## src/rtl/txt_console_writer.sv

```systemverilog
// Character-stream writer for the 40x30 text screen RAM: cursor tracking, CR/LF/BS/FF handling.
// Optional blinking-free cursor glyph enabled by defining TXT_CURSOR_EN.
module txt_console_writer #(
`ifdef TXT_CURSOR_EN
   parameter logic [7:0]  CURSOR_CHAR = 8'h5F,
`endif
   parameter int unsigned COLS        = 40,
   parameter int unsigned ROWS        = 30,
   parameter int unsigned COL_BITS    = 6,
   parameter int unsigned ROW_BITS    = 5,
   parameter logic [7:0]  CLEAR_CHAR  = 8'h20
) (
   input  logic                i_pixel_clock,
   input  logic                i_reset_n,
   input  logic                i_ch_valid,
   input  logic [7:0]          i_ch_data,
   output logic                o_ch_ready,
   input  logic [2:0]          i_fcolor,
   input  logic [2:0]          i_bcolor,
   input  logic                i_set_pos,
   input  logic [ROW_BITS-1:0] i_pos_row,
   input  logic [COL_BITS-1:0] i_pos_col,
   output logic [ROW_BITS-1:0] o_cur_row,
   output logic [COL_BITS-1:0] o_cur_col,
   output logic [15:0]         o_wrdata,
   output logic [12:0]         o_wradr,
   output logic                o_wren
);

   localparam logic [ROW_BITS-1:0] LastRow = ROW_BITS'(ROWS - 1);
   localparam logic [COL_BITS-1:0] LastCol = COL_BITS'(COLS - 1);

   typedef enum logic [1:0] {StIdle, StClear, StCursor} state_e;

   state_e              r_state, w_state_d;
   logic [ROW_BITS-1:0] r_row, w_row_d, w_row_e;
   logic [COL_BITS-1:0] r_col, w_col_d, w_col_e;
   logic                r_wren, w_wren_d;
   logic [12:0]         r_wradr, w_wradr_d;
   logic [15:0]         r_wrdata, w_wrdata_d;
   logic                w_accept;

   function automatic logic [12:0] f_adr(input logic [ROW_BITS-1:0] row,
                                         input logic [COL_BITS-1:0] col);
      return {{(13 - ROW_BITS - COL_BITS){1'b0}}, row, col};
   endfunction

   function automatic logic [15:0] f_word(input logic [2:0] bc, input logic [2:0] fc,
                                          input logic [7:0] ch);
      return {1'b0, bc, 1'b0, fc, ch};
   endfunction

   assign o_ch_ready = (r_state == StIdle) && i_reset_n;
   assign w_accept   = i_ch_valid && o_ch_ready;
   assign o_cur_row  = r_row;
   assign o_cur_col  = r_col;
   assign o_wren     = r_wren;
   assign o_wradr    = r_wradr;
   assign o_wrdata   = r_wrdata;

   // Effective cursor in the idle cycle: a coincident set_pos is applied before the byte.
   assign w_row_e = !i_set_pos ? r_row : ((i_pos_row > LastRow) ? LastRow : i_pos_row);
   assign w_col_e = !i_set_pos ? r_col : ((i_pos_col > LastCol) ? LastCol : i_pos_col);

`ifdef TXT_CURSOR_EN
   logic [2:0] r_fc, r_bc;

   always_ff @(posedge i_pixel_clock) begin
      if (!i_reset_n) begin
         r_fc <= '0;
         r_bc <= '0;
      end else if (r_state != StCursor) begin
         r_fc <= i_fcolor;
         r_bc <= i_bcolor;
      end
   end
`endif

   always_comb begin
      w_state_d  = r_state;
      w_row_d    = r_row;
      w_col_d    = r_col;
      w_wren_d   = 1'b0;
      w_wradr_d  = r_wradr;
      w_wrdata_d = r_wrdata;
      unique case (r_state)
         StIdle: begin
            w_row_d = w_row_e;
            w_col_d = w_col_e;
            if (w_accept) begin
               case (i_ch_data)
                  8'h0D: w_col_d = '0;
                  8'h0A: begin
                     w_col_d = '0;
                     w_row_d = (w_row_e == LastRow) ? '0 : w_row_e + 1'b1;
                  end
                  8'h08: begin
                     if (w_col_e != '0) begin
                        w_col_d = w_col_e - 1'b1;
                     end else if (w_row_e != '0) begin
                        w_row_d = w_row_e - 1'b1;
                        w_col_d = LastCol;
                     end
                     w_wren_d   = 1'b1;
                     w_wradr_d  = f_adr(w_row_d, w_col_d);
                     w_wrdata_d = f_word(i_bcolor, i_fcolor, CLEAR_CHAR);
                  end
                  8'h0C: begin
                     // The clear sweep reuses the cursor registers, ending at (0,0).
                     w_state_d = StClear;
                     w_row_d   = '0;
                     w_col_d   = '0;
                  end
                  default: begin
                     w_wren_d   = 1'b1;
                     w_wradr_d  = f_adr(w_row_e, w_col_e);
                     w_wrdata_d = f_word(i_bcolor, i_fcolor, i_ch_data);
                     if (w_col_e == LastCol) begin
                        w_col_d = '0;
                        w_row_d = (w_row_e == LastRow) ? '0 : w_row_e + 1'b1;
                     end else begin
                        w_col_d = w_col_e + 1'b1;
                     end
                  end
               endcase
            end
`ifdef TXT_CURSOR_EN
            if (w_state_d == StIdle && (w_accept || i_set_pos)) begin
               w_state_d = StCursor;
               // Erase the old cursor glyph when nothing else is written this cycle.
               if (!w_wren_d) begin
                  w_wren_d   = 1'b1;
                  w_wradr_d  = f_adr(r_row, r_col);
                  w_wrdata_d = f_word(i_bcolor, i_fcolor, CLEAR_CHAR);
               end
            end
`endif
         end
         StClear: begin
            w_wren_d   = 1'b1;
            w_wradr_d  = f_adr(r_row, r_col);
            w_wrdata_d = f_word(i_bcolor, i_fcolor, CLEAR_CHAR);
            if (r_col == LastCol) begin
               w_col_d = '0;
               if (r_row == LastRow) begin
                  w_row_d = '0;
`ifdef TXT_CURSOR_EN
                  w_state_d = StCursor;
`else
                  w_state_d = StIdle;
`endif
               end else begin
                  w_row_d = r_row + 1'b1;
               end
            end else begin
               w_col_d = r_col + 1'b1;
            end
         end
`ifdef TXT_CURSOR_EN
         StCursor: begin
            w_wren_d   = 1'b1;
            w_wradr_d  = f_adr(r_row, r_col);
            w_wrdata_d = f_word(r_bc, r_fc, CURSOR_CHAR);
            w_state_d  = StIdle;
         end
`endif
         default: w_state_d = StIdle;
      endcase
   end

   always_ff @(posedge i_pixel_clock) begin
      if (!i_reset_n) begin
         r_state  <= StClear;
         r_row    <= '0;
         r_col    <= '0;
         r_wren   <= 1'b0;
         r_wradr  <= '0;
         r_wrdata <= '0;
      end else begin
         r_state  <= w_state_d;
         r_row    <= w_row_d;
         r_col    <= w_col_d;
         r_wren   <= w_wren_d;
         r_wradr  <= w_wradr_d;
         r_wrdata <= w_wrdata_d;
      end
   end

endmodule

```

## config.mk

```make
export PLATFORM = sky130hd
export DESIGN_NAME = txt_console_writer
export DESIGN_NICKNAME = d
export VERILOG_FILES = /design/src/rtl/txt_console_writer.sv
export SDC_FILE = /design/constraint.sdc
export NUM_CORES = 1
export LEC_CHECK = 0
export ABC_CLOCK_PERIOD_IN_PS = 2800
export CAP_MARGIN = 20
export CORE_ASPECT_RATIO = 1.1
export CORE_MARGIN = 10
export CORE_UTILIZATION = 51
export DETAILED_ROUTE_END_ITERATION = 10
export PLACE_DENSITY = 0.81
export SLEW_MARGIN = 5
export SYNTH_ARGS = -nofsm -noshare
export SYNTH_HDL_FRONTEND = slang
export SYNTH_SLANG_ARGS = --single-unit
export TNS_END_PERCENT = 5
```

## constraint.sdc

```tcl
create_clock -name i_pixel_clock -period 2.8 [get_ports i_pixel_clock]
set_input_delay 0.42 -clock i_pixel_clock [delete_from_list [all_inputs] [get_ports i_pixel_clock]]
set_output_delay 0.42 -clock i_pixel_clock [all_outputs]
set_load 0.02 [all_outputs]
```

=== After elaboration in Yosys (flattened, before gate mapping) ===
Index checks and enable logic that the tools add are counted.

* $add $sub $neg: 6
* Magnitude comparators: 2
* Eq/ne operators: 14
* Muxes and demuxes: 34
* Reduce and logical (&&, ||, !) cells: 10

{| class="wikitable"
|+ Operator list
! kind !! count
|-
| 16-bit one-hot mux with 2 select lines || 2
|-
| 13-bit one-hot mux with 2 select lines || 2
|-
| 5-bit 2-to-1 mux || 9
|-
| 6-bit 2-to-1 mux || 7
|-
| 8-bit by 4-bit equality test with 1-bit output, second input constant || 4
|-
| 6-bit one-hot mux with 2 select lines || 2
|-
| 5-bit one-hot mux with 4 select lines || 1
|-
| 16-bit 2-to-1 mux || 1
|-
| 13-bit 2-to-1 mux || 1
|-
| 6-bit by 1-bit adder with 6-bit output, second input constant || 2
|-
| 6-bit equality test, second input constant || 2
|-
| 5-bit by 1-bit adder with 5-bit output, second input constant || 2
|-
| 5-bit equality test, second input constant || 2
|-
| 5-bit one-hot mux with 2 select lines || 1
|-
| 2-bit 2-to-1 mux || 4
|-
| 2-bit inequality test, second input constant || 4
|-
| 6-bit greater-than comparator, second input constant || 1
|-
| 6-bit nonzero test || 1
|-
| 6-bit by 1-bit subtractor with 6-bit output, second input constant || 1
|-
| 5-bit greater-than comparator, second input constant || 1
|-
| 5-bit nonzero test || 1
|-
| 5-bit by 1-bit subtractor with 5-bit output, second input constant || 1
|-
| 2-bit one-hot mux with 2 select lines || 1
|-
| 4-bit AND reduction || 1
|-
| other kinds (10) || 12
|}

* Bits in registers: 43
* Input bits: 29
* Output and inout bits: 42
* Word-level logic and storage cells: 72

=== Longest topological paths before layout ===
Gate-level depths: netlist (run 1).

* Depth after elaboration: 9
* Depth in mapped cells: 12
* Depth with buffers taken out: 10

=== Least setup slack after synthesis (run 1) ===
No wires, ideal clock.

* Kind: in2reg
* Start: input i_set_pos
* End: register r_col[3], in the netlist o_cur_col[3]
* Arrival: 2468 ps
* Setup slack: 215 ps
* Stages: 12
* Buffers on the path: 3
* Cells stage by stage: buf_6 > buf_6 > buf_6 > nor2_1 > a31oi_2 > ha_1 > o21ai_0 > a21oi_1 > and2_1 > nor2_1 > a221o_1 > a22o_1

* Cells in the longest elaborated chain, start to end: 7
* Elaborated cells between the ends (all ways): 13

{| class="wikitable"
|+ RTL lines
! item !! line !! RTL
|-
| start, declared || 20 || <nowiki>input logic i_set_pos,</nowiki>
|-
| branches (longest 5 deep; another with 6-bit by 1-bit adder with 6-bit output) || -- ||
|-
| 6-bit 2-to-1 mux * || 90 || <nowiki>if (w_accept) begin</nowiki>
|-
| 6-bit one-hot mux with 2 select lines * || 86 || <nowiki>unique case (r_state)</nowiki>
|-
| end signal, assigned || 182 || <nowiki>r_col <= w_col_d;</nowiki>
|-
| end, declared || 37 || <nowiki>logic [COL_BITS-1:0] r_col, w_col_d, w_col_e;</nowiki>
|}

Mark *: on every way between the ends.
A chain may end at the register's enable or synchronous reset.

=== Worst setup path in the final report (run 1) ===
* Start: input i_set_pos
* End: register r_row[1], in the netlist o_cur_row[1]

* Cells in the longest elaborated chain, start to end: 7
* Elaborated cells between the ends (all ways): 15

{| class="wikitable"
|+ RTL lines
! item !! line !! RTL
|-
| 5-bit 2-to-1 mux || 62 || <nowiki>assign w_row_e = !i_set_pos ? r_row : ((i_pos_row > LastRow) ? LastRow : i_pos_row);</nowiki>
|-
| 5-bit by 1-bit adder with 5-bit output, or another cell as far along || 95, 120 ||
|-
| 5-bit 2-to-1 mux (on tied branches) || 95, 120, 100 ||
|-
| 5-bit 2-to-1 mux (on tied branches) || 118, 98 ||
|-
| 5-bit one-hot mux with 4 select lines || 91 || <nowiki>case (i_ch_data)</nowiki>
|-
| 5-bit 2-to-1 mux * || 90 ||
|-
| 5-bit one-hot mux with 2 select lines * || 86 ||
|-
| end signal, assigned || 181 || <nowiki>r_row <= w_row_d;</nowiki>
|-
| end, declared || 36 || <nowiki>logic [ROW_BITS-1:0] r_row, w_row_d, w_row_e;</nowiki>
|}

Mark *: on every way between the ends. The rest lies on a longest branch, timed or not.

==> results of run 1 <==
## kinds of logic after synthesis
family | after synthesis | share of synthesized area (%)
simple gates | 157 | 26.95
compound gates | 137 | 30.77
buf+inv | 47 | 7.249
flops | 38 | 23.96
mux | 12 | 4.531
fa+ha+maj | 10 | 3.940
xor+xnor | 9 | 2.482
other cells | 1 | 0.1181
## metal layers
layer | vias to the layer above | part of all wire (%) | GRT usage, % | wire length (um)
met2 | 208 | 49 | 42.89 | 5951
met5 | - | 0 | 0 | 0
met4 | 0 | 4.4 | 12.56 | 541
met3 | 48 | 7.8 | 4.807 | 947
met1 | 1802 | 39 | 28.13 | 4731
li1 | 1732 | - | - | -
## power by group
| group | internal (W) | switching [W] |
|---|---|---|
| Sequential | 0.000552 | 0.0000126 |
| Clock | 0.000168 | 0.000217 |
| Combinational | 0.000179 | 0.000207 |
| Total | 0.000899 | 0.000437 |
## flip-flops by register name, indices dropped and copies added (netlist names)
| name | cells |
|---|---|
| r_state | 1 |
| o_wrdata | 14 |
| o_cur_col | 6 |
| o_wren | 1 |
| o_cur_row | 5 |
| o_wradr | 11 |
## area by class of cell
| cell class | instances | area, um^2 |
|---|---|---|
| clock buffer | 5 | 68.82 |
| clock inverter | 2 | 10.01 |
| fill | 519 | 1790 |
| inverter | 17 | 63.81 |
| multi-input combinational | 329 | 2208 |
| sequential | 38 | 760.7 |
| tap | 80 | 100.1 |
| timing repair buffer | 125 | 1116 |
## through the flow
step	power [W]	TNS, ns	setup slack (ns)
after floorplan	0.0007729	0	0.2153
after detailed placement	0.0009534	-0.5888	-0.1588
after global routing	0.001392	0	0.03869
after CTS	0.001329	0	0.1350
after global placement	0.0009495	-0.1703	-0.1212
final	0.001336	0	0.1656
## worst paths after layout
check,startpoint,depth (start not counted),slack [ns],to
worst max-delay path,i_set_pos,12,0.17,o_cur_row[1]
worst min-delay path,o_wrdata[9],2,0.46,o_wrdata[9]
worst min register to register,o_wrdata[9],2,0.46,o_wrdata[9]
worst max register to register,o_cur_col[0],10,0.46,o_cur_col[4]
## tightest hold or removal path, delay by kind of cell (launching register included)
family / cells / cell delay [ns]
and+or+nand+nor: 1 / 0.05
DFF: 1 / 0.32
AOI/OAI and AO/OA: 1 / 0.06
## cells in the final DEF, fill, tap and decap left out, types with 4 or more instances in the layout
| cell | netlist | layout |
|---|---|---|
| dfxtp_1 | 38 | 38 |
| a22oi_1 | 5 | 5 |
| o211ai_1 | 4 | 4 |
| a21boi_0 | 8 | 8 |
| a21oi_1 | 32 | 31 |
| clkbuf_8 | 0 | 5 |
| nor2b_1 | 5 | 5 |
| inv_1 | 15 | 15 |
| o22ai_1 | 4 | 4 |
| mux2i_1 | 6 | 6 |
| clkdlybuf4s50_1 | 0 | 66 |
| nand2_1 | 42 | 42 |
| nor3_1 | 13 | 13 |
| and3_1 | 5 | 5 |
| o21ai_0 | 22 | 22 |
| xnor2_1 | 7 | 7 |
| nand4_1 | 8 | 8 |
| ha_1 | 10 | 10 |
| conb_1 | 1 | 4 |
| nand3_1 | 19 | 19 |
| nor3b_1 | 7 | 7 |
| a211o_1 | 4 | 4 |
| buf_4 | 4 | 58 |
| o221ai_1 | 6 | 6 |
| nand2b_1 | 4 | 4 |
| nor2_1 | 30 | 30 |
| a31oi_1 | 10 | 10 |
==> results.md, run 1 <==
- Die Area: 9786 um^2
- Post-synthesis register bit count: 38
- Pleak: 1.634 nW
- Crit path cell chain: clkdlybuf4s50_1 -> buf_12 -> nor2b_1 -> a31o_2 -> inv_2 -> ha_1 -> o211a_2 -> buf_4 -> o31ai_2 -> a21oi_1 -> a221oi_1 -> nor3_1
- Routability cong.: 0.9826
- First-pass GRT wire length: 19.34 mm
- Later-pin clock latency in the skew report: 0.30 ns
- Root buffer selected by CTS: clkbuf_8
- Dpl cells: 589
- Top-count cell post-synth: nand2_1
- Largest cells by area after synthesis: dfxtp_1, a21oi_1, nand2_1
- Setup violations, final: 0
- Vias in the first global route: 3787
- Fin. max-slew vios: 0
- Reg clk slew, reported paths: 0.08 ns
- Final Hold Viols: 0
- CP endpoint kind: flop
- CP Launch Type: input pin
- Clk sinks: 38
- Post-synth EDFFs: 0
- Clock Skews: 0.01284 ns
- Fraction of registers with async set/reset: 0%
- CP max stage delay: 0.52 ns
- Bufs and invs on worst path: 4
- Pwr dens: 308.7 nW/um^2
- Share of cells above drive strength 1: 18.80%
- Initial antenna violation count: 0
- Total iterations of the first detailed-routing run: 5
- Worst-Margin Slew: 0.6929 ns
- Clk buf depth: 2
- Final non-filler cell total: 596
- Largest net degree at the start of global routing: 31
- Fin nets: 555
- IO buf count: 66
- Post-route ant nets: 0
- Via count: 3790
- Outcome: finished, final reports clean
- Maximum clock frequency: 379.6 MHz
- Delay-heaviest family, CP: compound AO/OA/AOI/OAI gates
- Setup bufs post-CTS: 0
- Sequential area share after synthesis: 23.96%
- Antenna Cells: 0
- Critical Path RT: 2.98 ns
- Slowest-stage cell, CP: clkdlybuf4s50_1
- Max cap viols: 0
- CP arrival: 2.82 ns
- Commonest cells in the netlist: nand2_1, dfxtp_1, a21oi_1
- DRC Markers: 0
- Min-Delay Path Class: reg -> reg
- Starting DRT DRC Count: 359
- Routed len/inst: 20.42 um
- Tmin final: 2.634 ns
- Hold_buf cts: 0
- H-tree depth: 2
- Synth Warn #: 0
- Post-CTS Resized: 0
- Syn-to-layout area delta: 36.29%
- Die H: 102.8 um
- Post-synth top flop: dfxtp_1
- Worst slew margin: 53.64%
- Site Rows: 30
- RSZ-0062 raised after global routing: no
- Placed inst area: 4240 um^2
- Initial core utilization: 51.90%
- CTS buffer count: 5
- Die Width: 95.24 um
- Fin Hold WS: 0.4645 ns
- Count of different cell masters after synthesis: 79
- All-Layer GR Usage: 24.76%
- Grt total ovfl: 0
- Finished Core Util: 70.74%
- Vias per std cell: 6.359
- Fin area: 4328 um^2
- DP HPWL: 9.416 mm
- Max VDD drop: 0.1802 mV
- Syn Area/Cell: 7.726 um^2
- Post-synth top area share: 23.96%
- Kind of critical path: in -> reg
- Cell Area, Synth: 3176 um^2
- Cell taking the most area after synthesis: dfxtp_1
- Ports: 71
- CTS tree: yes
- Core Box Area: 6118 um^2
- Worst-path maximum fanout: 13
- Tcrit/Tclk final: 94.09%
- Post-Syn Instances: 411
- Routed WL: 12.17 mm
Note: power is estimated with default switching activity, not from simulation.
==> inputs of run 2 (changes only) <==
HOLD_SLACK_MARGIN = 0.12   (was default)
==> results of run 2 <==
The final DEF is identical to that of run 1; final timing and power are the same.
